--- src/rtl/pipeline_ctrl.sv ---
// rtl/pipeline_ctrl.sv - 5-stage pipeline sequencing controller with debug run/halt/step FSM
// Combinational stage controls, per-stage valid tracking, retire and load-use stall counters.
module pipeline_ctrl #(
    parameter int CNT_W      = 32,
    parameter bit RESET_HALT = 1'b0
) (
    input  logic             clk,
    input  logic             rst,
    input  logic             ld_use_hazard,
    input  logic             branch_taken_x,
    input  logic             halt_req,
    input  logic             resume_req,
    input  logic             step_req,
    output logic             pc_en,
    output logic             pc_sel_branch,
    output logic             stall_fd,
    output logic             flush_d,
    output logic             bubble_x,
    output logic             halted,
    output logic             step_done,
    output logic [CNT_W-1:0] instret,
    output logic [CNT_W-1:0] stall_cnt
);

    localparam logic [1:0] S_RUN    = 2'd0;
    localparam logic [1:0] S_DRAIN  = 2'd1;
    localparam logic [1:0] S_STEP   = 2'd2;
    localparam logic [1:0] S_HALTED = 2'd3;

    logic [1:0] state;
    logic [1:0] state_next;
    logic       step_flag;
    logic       v_d, v_x, v_m, v_w;
    logic       fetch_ok;
    logic       ld_stall;
    logic       pipe_empty;

    assign pipe_empty = ~(v_d | v_x | v_m | v_w);

    // A taken branch outranks everything, including a concurrent load-use stall.
    always_comb begin
        pc_en         = 1'b0;
        pc_sel_branch = 1'b0;
        stall_fd      = 1'b0;
        flush_d       = 1'b0;
        bubble_x      = 1'b0;
        fetch_ok      = 1'b0;
        ld_stall      = 1'b0;
        if (!rst) begin
            if (branch_taken_x) begin
                pc_en         = 1'b1;
                pc_sel_branch = 1'b1;
                flush_d       = 1'b1;
                bubble_x      = 1'b1;
            end else begin
                case (state)
                    S_RUN: begin
                        if (ld_use_hazard) begin
                            stall_fd = 1'b1;
                            bubble_x = 1'b1;
                            ld_stall = 1'b1;
                        end else begin
                            pc_en    = 1'b1;
                            fetch_ok = 1'b1;
                        end
                    end
                    S_STEP: begin
                        pc_en    = 1'b1;
                        fetch_ok = 1'b1;
                    end
                    default: flush_d = 1'b1;
                endcase
            end
        end
    end

    always_comb begin
        state_next = state;
        case (state)
            S_RUN:    if (halt_req) state_next = S_DRAIN;
            S_DRAIN:  if (pipe_empty) state_next = S_HALTED;
            S_HALTED: begin
                if (halt_req)        state_next = S_HALTED;
                else if (resume_req) state_next = S_RUN;
                else if (step_req)   state_next = S_STEP;
            end
            default:  state_next = S_DRAIN;
        endcase
    end

    always_ff @(posedge clk) begin
        if (rst) begin
            state     <= RESET_HALT ? S_HALTED : S_RUN;
            step_flag <= 1'b0;
            v_d       <= 1'b0;
            v_x       <= 1'b0;
            v_m       <= 1'b0;
            v_w       <= 1'b0;
            instret   <= '0;
            stall_cnt <= '0;
            halted    <= RESET_HALT;
            step_done <= 1'b0;
        end else begin
            state <= state_next;
            // DRAIN remembers whether it was entered from a single step.
            if (state == S_RUN)
                step_flag <= 1'b0;
            else if (state == S_STEP)
                step_flag <= 1'b1;
            v_w       <= v_m;
            v_m       <= v_x;
            v_x       <= v_d & ~bubble_x;
            v_d       <= stall_fd ? v_d : (fetch_ok & ~flush_d);
            instret   <= instret + {{(CNT_W-1){1'b0}}, v_w};
            stall_cnt <= stall_cnt + {{(CNT_W-1){1'b0}}, ld_stall};
            halted    <= (state_next == S_HALTED);
            step_done <= (state == S_DRAIN) && pipe_empty && step_flag;
        end
    end

endmodule

--- config.mk ---
export PLATFORM = sky130hd
export DESIGN_NAME = pipeline_ctrl
export DESIGN_NICKNAME = d
export VERILOG_FILES = /design/src/rtl/pipeline_ctrl.sv
export SDC_FILE = /design/constraint.sdc
export NUM_CORES = 1
export LEC_CHECK = 0
export ABC_AREA = 0
export CAP_MARGIN = 20
export CORE_ASPECT_RATIO = 0.5
export CORE_MARGIN = 5
export CORE_UTILIZATION = 45
export CTS_CLUSTER_DIAMETER = 80
export CTS_CLUSTER_SIZE = 24
export DETAILED_ROUTE_END_ITERATION = 16
export GPL_TIMING_DRIVEN = 1
export PLACE_DENSITY = 0.73
export SETUP_SLACK_MARGIN = 0.02
export SKIP_CTS_REPAIR_TIMING = 1
export SLEW_MARGIN = 0
export SYNTH_ARGS = -nofsm -noshare
export SYNTH_HDL_FRONTEND = slang
export SYNTH_SLANG_ARGS = --single-unit
--- constraint.sdc ---
create_clock -name clk -period 5.3 [get_ports clk]
set_clock_uncertainty 0.2 [all_clocks]
set_input_delay 1.06 -clock clk [delete_from_list [all_inputs] [get_ports clk]]
set_output_delay 1.06 -clock clk [all_outputs]
set_load 0.01 [all_outputs]
==> results.json, run 1 <==
{
  "start_util_pct": 46.4,
  "diodes": 0,
  "r2r-start": "state[1]",
  "outcome": "completed",
  "io_pins": 78,
  "holdCritPathClass": "reg -> reg",
  "drtIter0Drc": 143,
  "synth_nets": 402,
  "use_met1_pct": 20.5,
  "met3_usage_pct": 5.12,
  "clockBufferDepth": 2,
  "end_kind": "output pin",
  "rows": 22,
  "grt_pass1_vias": 2980,
  "p_per_area_nw_per_um2": 258,
  "avgRoutedWirePerCell_um": 14.5,
  "area_delta_synth_final_pct": 30.3,
  "finalCritPeriodShare_pct": 75.0,
  "worstSetupEndpoint": "stall_fd",
  "relSlewSlack_pct": 44.7,
  "ant_nets": 0,
  "dp_hpwl_um": 5460,
  "yosys_warnings": 0,
  "crit_required_ns": 4.04,
  "synth.distinct_cells": 43,
  "synthFlopType": "dfxtp_1",
  "worstReg2RegEnd": "stall_cnt[22]",
  "synth_seq_area_share_pct": 42.8,
  "leakagePower_nw": 1.52,
  "ys_ff_latch": 73,
  "path_max_fanout": 3,
  "clock.fmax_ghz": 0.252,
  "grt-busiest-layer": "met2",
  "finalMaxSlewViolations": 0,
  "syn_area_um2": 3410,
  "hold_viol_final": 0,
  "drive_gt1_share_pct": 6.74,
  "grtUsageMet2_pct": 29.8,
  "syn_avg_cell_area_um2": 8.75,
  "netlist_instances": 390,
  "antenna_found_initial": 0,
  "vias": 3108,
  "grt_max_degree": 84,
  "cts_num_sinks": 73,
  "drt-total-wl_um": 8040,
  "layout_common_cells": "76 x clkdlybuf4s50_1, 73 x dfxtp_1, 40 x nor2_1",
  "grt_overflow": 0,
  "timing.hold.ws_ns": 0.266,
  "io_buffers": 77,
  "fp.dieH_um": 71.6,
  "rsz0062_at_grt": "no",
  "reg2regPathDepth": 8,
  "vdd_drop_max_uv": 160,
  "worstSetupStartpointType": "primary input",
  "cts_tree": "done",
  "tns_ns": 0,
  "drt-pass1-iter-count": 4,
  "cts_root_buf": "clkbuf_16",
  "clk_pin_slew_ns": 0.05,
  "critical_path_class": "in -> out",
  "numCtsBuffers": 9,
  "worstSkewPairLatency_ns": 0.33,
  "viasPerCell": 5.59,
  "gp_congestion": 0.772,
  "htree_levels": 3,
  "die_area_um2": 9530,
  "drc": 0,
  "max_cap_violations": 0,
  "tightest_slew_ns": 0.829,
  "setup_viol": 0,
  "regToRegSetupSlack_ns": 2.29,
  "arrival_ns": 2.71,
  "core_area_um2": 7350,
  "cp-startpoint": "ld_use_hazard",
  "p_total_mw": 1.15,
  "fin_crit_ns": 3.97,
  "layout_commonest_cell": "clkdlybuf4s50_1",
  "fin_nets": 467,
  "grt_pass1_wl_um": 13500,
  "die_w_um": 133,
  "synth_edf_count": 0,
  "synthArstFlopShare_pct": 0,
  "grt_usage_pct": 17.2
}
where the power goes:
group	leakage, nW	total (mW)	switching (mW)	internal, mW
logic	0.787	0.0353	0.0196	0.0157
registers	0.589	0.556	0.00378	0.553
clock network	0.139	0.556	0.216	0.340
total	1.52	1.15	0.239	0.908
cell families (layout without fill, tap and decap cells):
family,after synthesis,count (layout),synth area share (%)
simple gates,185,185,30.6
flops,73,73,42.8
compound gates,63,63,10.8
buf+inv,30,100,4.66
xor+xnor,26,26,6.67
mux,8,8,2.60
fa+ha+maj,5,5,1.83
critical path, stage by stage:
cell	delay, ns
clkdlybuf4s50_1	0.48
nand2b_1	0.09
nor4_1	0.44
clkdlybuf4s50_1	0.65
through the flow:
stage                     setup slack (ns)  instances  utilization, %  area, µm²
after floorplan                       1.47        390               -       3410
after global placement                1.38        540            56.7       4170
after detailed placement              1.25        540            56.7       4170
after CTS                             1.33        556            60.5       4440
after global routing                  1.16        556            60.5       4440
final                                 1.33        556            60.5       4440
cell type report:
class	instances	area [µm²]
Fill cell	665	2910
Multi-Input combinational cell	287	1790
Sequential cell	73	1460
Timing Repair Buffer	78	773
Clock buffer	13	260
Tap cell	96	120
Inverter	6	22.5
Clock inverter	3	15.0
cell usage after synthesis (2+ instances only):
cell type / number / area (µm²)
dfxtp_1: 73 / 1460
nor2_1: 40 / 150
a21oi_1: 31 / 155
nand2_1: 23 / 86.3
xor2_1: 22 / 193
nand4_1: 21 / 131
nand3_1: 20 / 100
o31ai_1: 17 / 128
clkbuf_1: 16 / 60.1
or4_1: 16 / 120
nor2b_1: 12 / 75.1
and3_1: 11 / 68.8
o21ai_0: 11 / 55.1
and4_1: 9 / 78.8
mux2_2: 7 / 78.8
or3_1: 7 / 43.8
inv_1: 6 / 22.5
ha_1: 5 / 62.6
nor3_1: 4 / 20.0
nor4_1: 4 / 25.0
xnor2_1: 4 / 35.0
and2_1: 3 / 18.8
buf_6: 3 / 33.8
buf_2: 2 / 10.0
nand2b_1: 2 / 12.5
nand4b_1: 2 / 17.5
nor3b_1: 2 / 15.0
or3_2: 2 / 15.0
registers in the layout, summed over array words and instances, names as in the netlist:
register	count
v_m	1
step_flag	1
halted	1
step_done	1
instret	32
stall_cnt	32
v_d	1
v_w	1
v_x	1
state	2
per-layer routing:
layer,wire length [µm],vias to the layer above
li1,-,1550
met1,3760,1490
met2,3850,63
met3,352,5
met4,80,0
met5,0,-
worst min path at each step:
| stage | start | slack, ns | endpoint | depth (start not counted) |
|---|---|---|---|---|
| 4_1_cts | v_m | 0.27 | v_w | 1 |
| 3_5_place_dp | v_x | 0.26 | v_m | 1 |
| 6_report | v_x | 0.27 | v_m | 1 |
| 5_1_grt | v_m | 0.27 | v_w | 1 |
| 2_1_floorplan | v_x | 0.24 | v_m | 1 |
| 3_3_place_gp | v_x | 0.25 | v_m | 1 |
(Power assumes the default switching activity.)
==> run 2: changes to the inputs <==
clock period = 3.7 ns   (was 5.3 ns; I/O delays follow)
==> results.json, run 2 (synthesis results as in run 1) <==
{
  "outcome": "completed",
  "clockBufferDepth": 2,
  "critical_path_class": "in -> out",
  "grt_pass1_wl_um": 13300,
  "layout_common_cells": "76 x clkdlybuf4s50_1, 73 x dfxtp_1, 40 x nor2_1",
  "multiInputGateArea_um2": 1790,
  "path_max_fanout": 3,
  "crit_required_ns": 2.76,
  "core_area_um2": 7350,
  "place_ws_ns": 0.358,
  "worstReg2RegEnd": "stall_cnt[22]",
  "antenna_found_initial": 0,
  "relSlewSlack_pct": 47.1,
  "drt-total-wl_um": 7880,
  "vdd_drop_max_uv": 213,
  "place_area_um2": 4200,
  "fin_area_um2": 4480,
  "max_cap_violations": 0,
  "grt_max_degree": 79,
  "p_per_area_nw_per_um2": 372,
  "vias": 3049,
  "leakagePower_nw": 1.54,
  "hold_viol_final": 0,
  "fin_nets": 471,
  "r2r-start": "state[1]",
  "top_regs": "instret x32, stall_cnt x32, state x2",
  "cts_root_buf": "clkbuf_16",
  "p_total_mw": 1.67,
  "cp_common_cell": "clkdlybuf4s50_1",
  "dpl.cell_count": 544,
  "clock.fmax_ghz": 0.304,
  "die_area_um2": 9530,
  "utilization_pct": 61.0,
  "worstSetupEndpoint": "bubble_x",
  "grt_pass1_vias": 2830,
  "seq_area_um2": 1460,
  "diodes": 0,
  "regToRegSetupSlack_ns": 1.08,
  "finalCritPeriodShare_pct": 88.9,
  "worstSkewPairLatency_ns": 0.33,
  "area_delta_synth_final_pct": 31.4,
  "cts_tree": "done",
  "rows": 22,
  "arrival_ns": 2.35,
  "start_util_pct": 46.4,
  "holdCritPathClass": "reg -> reg",
  "drtIter0Drc": 152,
  "dr.max_layer_used": "met4",
  "n_fill_cell": 676,
  "avgRoutedWirePerCell_um": 14.1,
  "wl_met1_um": 3780,
  "fin_crit_ns": 3.29,
  "cpMaxStageDelayCell": "clkdlybuf4s50_1",
  "cp_cell_sequence": "clkdlybuf4s50_1 > nand2b_1 > or2_2 > a21oi_1 > clkdlybuf4s50_1",
  "layout_setup_ws_ns": 0.412,
  "end_kind": "output pin",
  "cp-startpoint": "ld_use_hazard",
  "worstSetupStartpointType": "primary input",
  "layout_commonest_cell": "clkdlybuf4s50_1",
  "tightest_slew_ns": 0.793,
  "numCtsBuffers": 9,
  "rsz0062_at_grt": "no",
  "grt_usage_pct": 16.7,
  "die_w_um": 133,
  "reg2regPathDepth": 9,
  "drt-pass1-iter-count": 4,
  "instances_no_fill": 559,
  "finalMaxSlewViolations": 0,
  "ant_nets": 0,
  "dp_hpwl_um": 5340,
  "io_buffers": 77,
  "drive_gt1_share_pct": 7.56,
  "htree_levels": 3,
  "clk_pin_slew_ns": 0.06,
  "timing.hold.ws_ns": 0.264,
  "viasPerCell": 5.45,
  "io_pins": 78,
  "grt_overflow": 0,
  "gp_congestion": 0.745,
  "drc": 0,
  "fp.dieH_um": 71.6,
  "met2_length_um": 3660,
  "tns_ns": 0,
  "met3_length_um": 358,
  "slowest_delay_ns": 0.58,
  "setup_viol": 0,
  "cts_num_sinks": 73
}
-- run 2: layout make-up --
type / instances / area share, %
multi-input combinational: 287 / 40.0
sequential: 73 / 32.6
timing repair buffer: 82 / 17.9
clock buffer: 13 / 6.03
tap: 96 / 2.68
inverter: 6 / 0.503
clock inverter: 2 / 0.279
-- run 2: worst min-delay path by stage --
stage,from,to,slack [ns],cells after the start
finish,v_m,v_w,0.26,1
global route,v_d,v_x,0.29,1
CTS,v_m,v_w,0.26,1
detailed placement,v_m,v_w,0.26,1
global placement,v_m,v_w,0.25,1
floorplan,v_x,v_m,0.24,1
-- run 2: power by group --
part	internal [mW]	switching (mW)	total [mW]
Combinational	0.0230	0.0281	0.0511
Clock	0.504	0.315	0.818
Sequential	0.791	0.00518	0.797
-- run 2: worst max-delay path, delay by kind of cell --
kind / cells / cell delay [ns]
AOI/OAI and AO/OA: 1 / 0.19
buffers and inverters: 2 / 1.05
and+or+nand+nor: 2 / 0.37
-- run 2: routing by layer --
layer,up-vias,GRT usage (%)
li1,1554,-
met1,1427,21.2
met2,61,27.5
met3,7,5.33
met4,0,4.79
met5,-,0
